`src/rtl/cia_bus_pkg.sv`:
```
// cia_bus_pkg
//   Shared definitions for the CIA bus arbiter slice:
//   - state_t   : arbiter FSM states
//   - REQ_*     : requester indices (0 = 6502 CPU bridge, 1 = debug/host port)
//   - CIA_*     : mos6526 register-select addresses
package cia_bus_pkg;

   typedef enum logic [2:0] {
      IDLE      = 3'd0,
      WAIT_PHI2 = 3'd1,
      ACCESS    = 3'd2,
      CAPTURE   = 3'd3,
      DONE      = 3'd4
   } state_t;

   localparam logic REQ_CPU  = 1'b0;
   localparam logic REQ_HOST = 1'b1;

   localparam logic [3:0] CIA_PRA   = 4'h0;
   localparam logic [3:0] CIA_PRB   = 4'h1;
   localparam logic [3:0] CIA_DDRA  = 4'h2;
   localparam logic [3:0] CIA_DDRB  = 4'h3;
   localparam logic [3:0] CIA_TA_LO = 4'h4;
   localparam logic [3:0] CIA_TA_HI = 4'h5;
   localparam logic [3:0] CIA_TB_LO = 4'h6;
   localparam logic [3:0] CIA_TB_HI = 4'h7;
   localparam logic [3:0] CIA_ICR   = 4'hd;
   localparam logic [3:0] CIA_CRA   = 4'he;
   localparam logic [3:0] CIA_CRB   = 4'hf;

endpackage

```
`src/rtl/cia_rr_pick.sv`:
```
// cia_rr_pick
//   Combinational 2-way winner selection for the CIA bus arbiter.
//   Ports:
//     i_req       [1:0] pending requests (bit n = requester n)
//     i_last            requester served most recently
//     i_lock_hold       last-served requester holds a lock
//     i_lock_id         requester owning the lock
//     o_gnt             winning requester index
//     o_vld             a winner exists
//   RR_EN = 1 alternates on a tie (the requester not served last wins);
//   RR_EN = 0 gives requester 0 fixed priority.
module cia_rr_pick
   import cia_bus_pkg::*;
#(
   parameter bit RR_EN = 1'b1
) (
   input  logic [1:0] i_req,
   input  logic       i_last,
   input  logic       i_lock_hold,
   input  logic       i_lock_id,
   output logic       o_gnt,
   output logic       o_vld
);

   always_comb begin
      o_gnt = REQ_CPU;
      o_vld = 1'b0;
      if (i_lock_hold) begin
         // A held lock excludes the other requester entirely, even if the
         // owner is not requesting right now.
         o_gnt = i_lock_id;
         o_vld = i_req[i_lock_id];
      end else begin
         case (i_req)
            2'b01: begin
               o_gnt = REQ_CPU;
               o_vld = 1'b1;
            end
            2'b10: begin
               o_gnt = REQ_HOST;
               o_vld = 1'b1;
            end
            2'b11: begin
               o_gnt = RR_EN ? ~i_last : REQ_CPU;
               o_vld = 1'b1;
            end
            default: begin
               o_gnt = REQ_CPU;
               o_vld = 1'b0;
            end
         endcase
      end
   end

endmodule

```
`src/rtl/cia_bus_arbiter.sv`:
```
// cia_bus_arbiter
//   Shares the mos6526 register port between requester 0 (CPU bridge) and
//   requester 1 (debug/host). Each grant becomes one phi2-aligned chip-select
//   cycle; read data is captured and returned with a one-clock ack.
//   Ports:
//     clk, reset             system clock, synchronous active-high reset
//     phi2                   one-clk CIA bus-phase strobe
//     rN_req/we/rs/wdata     requester N access request and payload
//     rN_lock                keep the grant for requester N's next access
//     rN_ack, rN_rdata       completion pulse and read data (held after ack)
//     cia_cs_n/rw/rs/wdata   registered drive to the mos6526 pins
//     cia_rdata              mos6526 db_out
//   Timing (req and phi2 sampled at edge k): cs_n low k..k+1, ack k+2..k+3,
//   back in IDLE at k+3, next arbitration at k+4.
module cia_bus_arbiter
   import cia_bus_pkg::*;
#(
   parameter bit RR_EN = 1'b1
) (
   input  logic       clk,
   input  logic       reset,
   input  logic       phi2,
   input  logic       r0_req,
   input  logic       r0_we,
   input  logic [3:0] r0_rs,
   input  logic [7:0] r0_wdata,
   input  logic       r0_lock,
   output logic       r0_ack,
   output logic [7:0] r0_rdata,
   input  logic       r1_req,
   input  logic       r1_we,
   input  logic [3:0] r1_rs,
   input  logic [7:0] r1_wdata,
   input  logic       r1_lock,
   output logic       r1_ack,
   output logic [7:0] r1_rdata,
   output logic       cia_cs_n,
   output logic       cia_rw,
   output logic [3:0] cia_rs,
   output logic [7:0] cia_wdata,
   input  logic [7:0] cia_rdata
);

   state_t     r_state;
   state_t     w_state_nxt;

   logic       r_gnt;
   logic       r_lock;
   logic       r_last;
   logic       r_lock_hold;
   logic       r_cs_n;
   logic       r_rw;
   logic [3:0] r_rs;
   logic [7:0] r_wdata;
   logic       r_ack0;
   logic       r_ack1;
   logic [7:0] r_rdata0;
   logic [7:0] r_rdata1;

   logic       w_pick_gnt;
   logic       w_pick_vld;
   logic       w_load;
   logic       w_cs_fall;
   logic       w_cs_rise;
   logic       w_capture;
   logic       w_finish;

   // The lock owner is always the last-served requester.
   cia_rr_pick #(
      .RR_EN (RR_EN)
   ) u_pick (
      .i_req       ({r1_req, r0_req}),
      .i_last      (r_last),
      .i_lock_hold (r_lock_hold),
      .i_lock_id   (r_last),
      .o_gnt       (w_pick_gnt),
      .o_vld       (w_pick_vld)
   );

   always_ff @(posedge clk) begin
      if (reset) begin
         r_state <= IDLE;
      end else begin
         r_state <= w_state_nxt;
      end
   end

   always_comb begin
      w_state_nxt = r_state;
      w_load      = 1'b0;
      w_cs_fall   = 1'b0;
      w_cs_rise   = 1'b0;
      w_capture   = 1'b0;
      w_finish    = 1'b0;
      case (r_state)
         IDLE: begin
            if (w_pick_vld) begin
               w_load = 1'b1;
               if (phi2) begin
                  w_state_nxt = ACCESS;
                  w_cs_fall   = 1'b1;
               end else begin
                  w_state_nxt = WAIT_PHI2;
               end
            end
         end
         WAIT_PHI2: begin
            if (phi2) begin
               w_state_nxt = ACCESS;
               w_cs_fall   = 1'b1;
            end
         end
         ACCESS: begin
            w_state_nxt = CAPTURE;
            w_cs_rise   = 1'b1;
         end
         CAPTURE: begin
            w_state_nxt = DONE;
            w_capture   = 1'b1;
         end
         DONE: begin
            w_state_nxt = IDLE;
            w_finish    = 1'b1;
         end
         default: begin
            w_state_nxt = IDLE;
         end
      endcase
   end

   always_ff @(posedge clk) begin
      if (reset) begin
         r_gnt       <= REQ_CPU;
         r_lock      <= 1'b0;
         r_last      <= REQ_HOST;
         r_lock_hold <= 1'b0;
         r_cs_n      <= 1'b1;
         r_rw        <= 1'b1;
         r_rs        <= '0;
         r_wdata     <= '0;
         r_ack0      <= 1'b0;
         r_ack1      <= 1'b0;
         r_rdata0    <= '0;
         r_rdata1    <= '0;
      end else begin
         // The whole request, lock included, is taken at grant; later changes
         // on the requester's inputs do not affect the access in flight.
         if (w_load) begin
            r_gnt   <= w_pick_gnt;
            r_lock  <= w_pick_gnt ? r1_lock : r0_lock;
            r_rw    <= w_pick_gnt ? ~r1_we : ~r0_we;
            r_rs    <= w_pick_gnt ? r1_rs : r0_rs;
            r_wdata <= w_pick_gnt ? r1_wdata : r0_wdata;
         end
         if (w_cs_fall) begin
            r_cs_n <= 1'b0;
         end else if (w_cs_rise) begin
            r_cs_n <= 1'b1;
         end
         r_ack0 <= w_capture & (r_gnt == REQ_CPU);
         r_ack1 <= w_capture & (r_gnt == REQ_HOST);
         if (w_capture && r_rw) begin
            if (r_gnt == REQ_HOST) begin
               r_rdata1 <= cia_rdata;
            end else begin
               r_rdata0 <= cia_rdata;
            end
         end
         if (w_finish) begin
            r_last      <= r_gnt;
            r_lock_hold <= r_lock;
         end
      end
   end

   assign r0_ack    = r_ack0;
   assign r1_ack    = r_ack1;
   assign r0_rdata  = r_rdata0;
   assign r1_rdata  = r_rdata1;
   assign cia_cs_n  = r_cs_n;
   assign cia_rw    = r_rw;
   assign cia_rs    = r_rs;
   assign cia_wdata = r_wdata;

endmodule

```
`config.mk`:
```
export PLATFORM = sky130hd
export DESIGN_NAME = cia_bus_arbiter
export DESIGN_NICKNAME = d
export VERILOG_FILES = /design/src/rtl/cia_bus_pkg.sv /design/src/rtl/cia_rr_pick.sv /design/src/rtl/cia_bus_arbiter.sv
export SDC_FILE = /design/constraint.sdc
export NUM_CORES = 1
export LEC_CHECK = 0
export BUFFER_PORTS_ARGS = -buffer_cell sky130_fd_sc_hd__clkbuf_2
export CORE_UTILIZATION = 47
export CTS_CLUSTER_SIZE = 30
export DETAILED_ROUTE_END_ITERATION = 10
export PLACE_DENSITY = 0.84
export SETUP_SLACK_MARGIN = 0.3
export SLEW_MARGIN = 20
export SYNTH_ARGS = -nofsm -noshare
export SYNTH_HDL_FRONTEND = slang
export SYNTH_HIERARCHICAL = 1
export SYNTH_SLANG_ARGS = --single-unit
export TNS_END_PERCENT = 30
```
`constraint.sdc`:
```
create_clock -name clk -period 2.1 [get_ports clk]
set_clock_uncertainty 0.15 [all_clocks]
set_input_delay 0.63 -clock clk [delete_from_list [all_inputs] [get_ports clk]]
set_output_delay 0.63 -clock clk [all_outputs]
set_load 0.02 [all_outputs]
```
Word level (Yosys, flattened, before mapping)
Index checks and enable logic that the tools add are counted.
{ "totals": {"reg_bits": 39, "in_bits": 41, "output_inout_bits": 32, "wordCells": 60} }
{ "op_classes": {"n_lt_le_gt_ge": 1, "eq_ne": 9, "n_mux": 24, "bitwise_logic": 6, "n_reduce_logical": 7} }
{ "ops": {"columns": ["operator", "count"], "rows": [
  ["2-to-1 mux 1 bit", 16],
  ["one-hot mux 3 bit (4 select lines)", 1],
  ["2-to-1 mux 8 bit", 1],
  ["equality test 3 x 2 -> 1 bit (second input constant)", 2],
  ["2-to-1 mux 3 bit", 2],
  ["AND reduction 2 bit", 3],
  ["equality test 2 bit (second input constant)", 2],
  ["2-to-1 mux 4 bit", 1],
  ["NOT 1 bit", 4],
  ["one-hot mux 1 bit (2 select lines)", 2],
  ["equality test 3 x 1 -> 1 bit (second input constant)", 1],
  ["equality test 3 bit (second input constant)", 1],
  ["zero test 3 bit", 1],
  ["OR reduction 3 bit", 1],
  ["AND 1 bit", 2],
  ["equality test 2 x 1 -> 1 bit (second input constant)", 1],
  ["< comparator 1 x 2 -> 1 bit (second input constant)", 1],
  ["2-to-1 mux 2 bit", 1],
  ["inequality test 2 x 1 -> 1 bit (second input constant)", 1],
  ["inequality test 2 bit (second input constant)", 1],
  ["nonzero test 2 bit", 1],
  ["logical AND 1 bit", 1]
]} }

Longest topological paths before layout
{ "depth": {"depth_word": 7, "mapped_depth": 7} }

Modules after synthesis
The synthesis kept the hierarchy.
{ "modules_own_cells": {"columns": ["module", "instances", "cells_each", "area_per_inst_um2"], "rows": [
  ["cia_bus_arbiter", 1, 159, 1684.1],
  ["cia_rr_pick", 1, 7, 43.8]
]} }

Worst setup path after synthesis
Ideal clock, no wire load.
{ "synth_timing": {"kind": "input-to-reg", "from": "in r0_req", "to": "reg r_rs[0] (netlist: cia_rs[0])", "setup_time_ns": 0.140, "arrival_ns": 1.696, "required_time_ns": 1.810, "slack_ns": 0.113, "cell_stages": 6, "path_buffers": 2, "cell_sequence": "and2_1 -> o31ai_1 -> buf_2 -> buf_2 -> mux2i_1 -> a211oi_2"} }
{ "synth_rtl": {"columns": ["element", "line", "source"], "rows": [
  ["from (decl)", "cia_bus_arbiter.sv:23", "input logic r0_req,"],
  ["equality test 2 bit", "cia_rr_pick.sv:34", "case (i_req)"],
  ["one-hot mux 1 bit (2 select lines) *", "cia_rr_pick.sv:34", null],
  ["2-to-1 mux 1 bit *", "cia_rr_pick.sv:28", "if (i_lock_hold) begin"],
  ["named net w_pick_gnt", "cia_bus_arbiter.sv:60", "logic w_pick_gnt;"],
  ["2-to-1 mux 4 bit *", "cia_bus_arbiter.sv:152", "r_rs <= w_pick_gnt ? r1_rs : r0_rs;"],
  ["to (signal assigned)", "cia_bus_arbiter.sv:152", null],
  ["to (decl)", "cia_bus_arbiter.sv:53", "logic [3:0] r_rs;"]
]} }
The timed path passes the listed nets; every way through them passes the cells marked *. The select of a mux whose other input is x is not followed.
A chain may end at the register's enable or synchronous reset.

Worst setup path after layout
{ "layout_timing": {"from": "in r0_req", "to": "reg r_wdata[4] (netlist: cia_wdata[4])"} }
{ "layout_via": {"elab_chain_cells": 6} }
{ "layout_lines": {"columns": ["element", "line", "source"], "rows": [
  ["equality test 2 x 1 -> 1 bit / equality test 2 bit (equally long branches)", "cia_rr_pick.sv:34", null],
  ["OR reduction 3 bit (no source line)", null, null],
  ["2-to-1 mux 1 bit", "cia_rr_pick.sv:34", null],
  ["2-to-1 mux 1 bit *", "cia_rr_pick.sv:28", null],
  ["named net w_pick_vld", "cia_bus_arbiter.sv:61", "logic w_pick_vld;"],
  ["2-to-1 mux 1 bit *", "cia_bus_arbiter.sv:97", "if (w_pick_vld) begin"],
  ["2-to-1 mux 1 bit *", "cia_bus_arbiter.sv:95", "case (r_state)"],
  ["to (signal assigned)", "cia_bus_arbiter.sv:153", "r_wdata <= w_pick_gnt ? r1_wdata : r0_wdata;"],
  ["to (decl)", "cia_bus_arbiter.sv:54", "logic [7:0] r_wdata;"]
]} }
Marked as above.

==> results.json <==
{
  "grt_overflow": 0,
  "timing.rr.end": "cia_wdata[4]$_SDFFE_PP0P_",
  "netlist-cell-type-count": 28,
  "rsz0062_at_grt": "false",
  "wirelength_um": 3560,
  "critPathSlowestCell": "a211oi_1",
  "cp_data_required_time_ns": 2.20,
  "synth-seq-cells": 39,
  "critical_path_depth": 8,
  "fmax_mhz": 564,
  "stdcell_count": 288,
  "clkPwrFrac": 0.233,
  "grt_max_degree": 37,
  "fp-row-count": 21,
  "worstSetupPathType": "in2reg",
  "power_mw": 1.55,
  "cp-start-kind": "input pin",
  "setup_violations": 0,
  "clockBufferDepth": 2,
  "worst_slack_ns": 0.326,
  "cpPeakStageDelay_ns": 0.22,
  "utilization": 0.667,
  "dieArea_um2": 3920,
  "port_buffers": 72,
  "yosysTopAreaCell": "dfxtp_1",
  "min_period_ns": 1.77,
  "p_per_area_nw_per_um2": 682,
  "grt_usage": 0.200,
  "yosysMostFrequentCell": "dfxtp_1",
  "cp_cell_sequence": "clkbuf_2 -> a21bo_1 -> a21oi_2 -> nor4b_4 -> buf_4 -> buf_12 -> nor2_1 -> a211oi_1",
  "syn-cell-area_um2": 1730,
  "dpl.hpwl_um": 2570,
  "synth-edff-count": 0,
  "clk_pin_slew_ns": 0.11,
  "internal_power_mw": 1.10,
  "ir_worst_vdd_v": 0.000376,
  "die_w_um": 62.6,
  "cts_tree": "built",
  "synth_common_cells": "39 x dfxtp_1, 32 x mux2i_1, 24 x nand2b_1",
  "yosysTopAreaCellShare": 0.452,
  "cts_made_buffers": 5,
  "cts-root-buf": "clkbuf_4",
  "cts_hold_buf": 0,
  "cts_sinks": 39,
  "ios": 73,
  "insertion_delay_ns": 0.34,
  "power_switching_mw": 0.458,
  "num-nets-final": 282,
  "drive_gt1_frac": 0.450,
  "critPathBufInv": 3,
  "placedCellCount": 278,
  "num_antenna_cells": 0,
  "seqPwrFrac": 0.534,
  "htreeDepth": 2,
  "r2r-start": "r_lock_hold$_SDFFE_PP0N_",
  "syn_nets": 207,
  "worstMarginPinSlew_ns": 0.549,
  "status": "finished clean",
  "critPathCaptureType": "register",
  "place.gp.congestion": 0.729,
  "reg2regPathDepth": 7,
  "r2r_setup_slack_ns": 0.38,
  "grt_pass1_vias": 1414,
  "antenna_found_initial": 0,
  "initial_utilization": 0.506,
  "p_sw_frac": 0.295,
  "grt_pass1_wl_um": 6180,
  "avgSynthCellArea_um2": 10.4,
  "via_per_inst": 4.90,
  "hold_viol_final": 0,
  "core_um2": 3420,
  "place_worst_setup_slack_ns": -0.0670,
  "cp-startpoint": "r0_req",
  "wl_per_cell_um": 12.4,
  "netlist_instances": 166,
  "slew_violations": 0,
  "setup.worst_path.end": "cia_wdata[4]$_SDFFE_PP0P_",
  "critPathArrivalTime_ns": 1.87,
  "leakage_nw": 1.06,
  "crit_fanout": 13,
  "hold_ws_ns": 0.331,
  "maxCapViolCount": 0,
  "timing.slew.headroom": 0.634,
  "drt_pass1_iterations": 4,
  "nFillCells": 311,
  "die_y_um": 62.6,
  "synth-main-ff-cell": "dfxtp_1",
  "power_frac_comb": 0.233,
  "timing.final.crit_share": 0.845,
  "drt_iter0_markers": 31,
  "holdCritPathClass": "reg2reg",
  "route.vias.total": 1412,
  "area_growth_pct": 31.9,
  "antenna_left": 0,
  "async_flop_share": 0,
  "yosysWarnings": 6,
  "synth_area_leaders": "dfxtp_1 45%, mux2i_1 19%, nand2b_1 8.7%, a211oi_2 4.3%, nor2_1 3.5%",
  "cp_top_family": "compound AO/OA/AOI/OAI gates",
  "remaining_drc_errors": 0,
  "ys_seq_area_frac": 0.452
}
## cells by family after synthesis
kind of cell           count (synthesis)  synth area share
AO/OA/AOI/OAI                         25             0.120
buffers and inverters                 15            0.0492
flip-flops                            39             0.452
multiplexers                          32             0.185
AND/OR/NAND/NOR                       55             0.193
## flip-flops by register name, indices dropped and copies added, names as in the netlist, 3 cells and up
register,flops
cia_wdata,8
r1_rdata,8
r_state,3
r0_rdata,8
cia_rs,4
## power groups by stage
stage	clock network, mW	logic (mW)	registers [mW]
after floorplan	0	0.187	0.886
after global placement	0	0.326	0.846
after detailed placement	0	0.335	0.844
after CTS	0.375	0.360	0.829
after global routing	0.417	0.394	0.837
final	0.362	0.363	0.830
## layer usage
metal | up-vias | routed length [um] | GRT usage
li1 | 723 | - | -
met1 | 633 | 1520 | 0.220
met2 | 52 | 1760 | 0.351
met3 | 4 | 234 | 0.0730
met4 | 0 | 44 | 0.0669
met5 | - | 0 | 0
## per-stage QoR
step	area, um2	setup TNS, ns
finish	2280	0
global route	2280	0
CTS	2260	0
detailed placement	2180	-0.172
global placement	2180	0
floorplan	1760	0
## final cells by class
type,count,area [um2],share of cell area
repair buffers,81,478,0.210
clock inverters,2,12.5,0.00549
clock buffers,6,41.3,0.0181
flip-flops and latches,39,783,0.344
inverters,2,7.51,0.00329
well taps,46,57.6,0.0252
multi-input cells,112,900,0.395
## worst reg2reg max path: stages, from the launching register on
cell,delay [ns]
dfxtp_2,0.37
a21bo_1,0.18
a21oi_2,0.15
nor4b_4,0.20
buf_4,0.18
buf_12,0.14
nor2_1,0.05
a211oi_1,0.22
## timing repair
| item | 4_1_cts | 5_1_grt |
|---|---|---|
| endpoints found under the setup margin | 1 | 14 |
| gates cloned | 1 | 0 |
| buffers inserted | 0 | 1 |
| resized for setup | 0 | 3 |
## how the worst min path moves through the flow
stage / start / endpoint / slack [ns] / cells past startpoint
after floorplan: r_lock$_SDFFE_PP0P_ / r_lock_hold$_SDFFE_PP0N_ / 0.34 / 2
after global placement: cia_cs_n$_SDFFE_PP1P_ / cia_cs_n$_SDFFE_PP1P_ / 0.31 / 2
after detailed placement: r0_rdata[6]$_SDFFE_PP0P_ / r0_rdata[6]$_SDFFE_PP0P_ / 0.32 / 2
after CTS: r0_rdata[7]$_SDFFE_PP0P_ / r0_rdata[7]$_SDFFE_PP0P_ / 0.34 / 2
after global routing: r0_rdata[7]$_SDFFE_PP0P_ / r0_rdata[7]$_SDFFE_PP0P_ / 0.35 / 2
final: r0_rdata[6]$_SDFFE_PP0P_ / r0_rdata[6]$_SDFFE_PP0P_ / 0.33 / 2
## placed cells by master, fill, tap and decap left out, drive strengths merged, types with 4 or more instances in the layout
master,n
nor2,16
a21oi,4
buf,8
a211oi,13
nand2b,24
mux2i,32
dfxtp,39
nand2,4
clkbuf,78
Power figures use the tool's default switching activity.
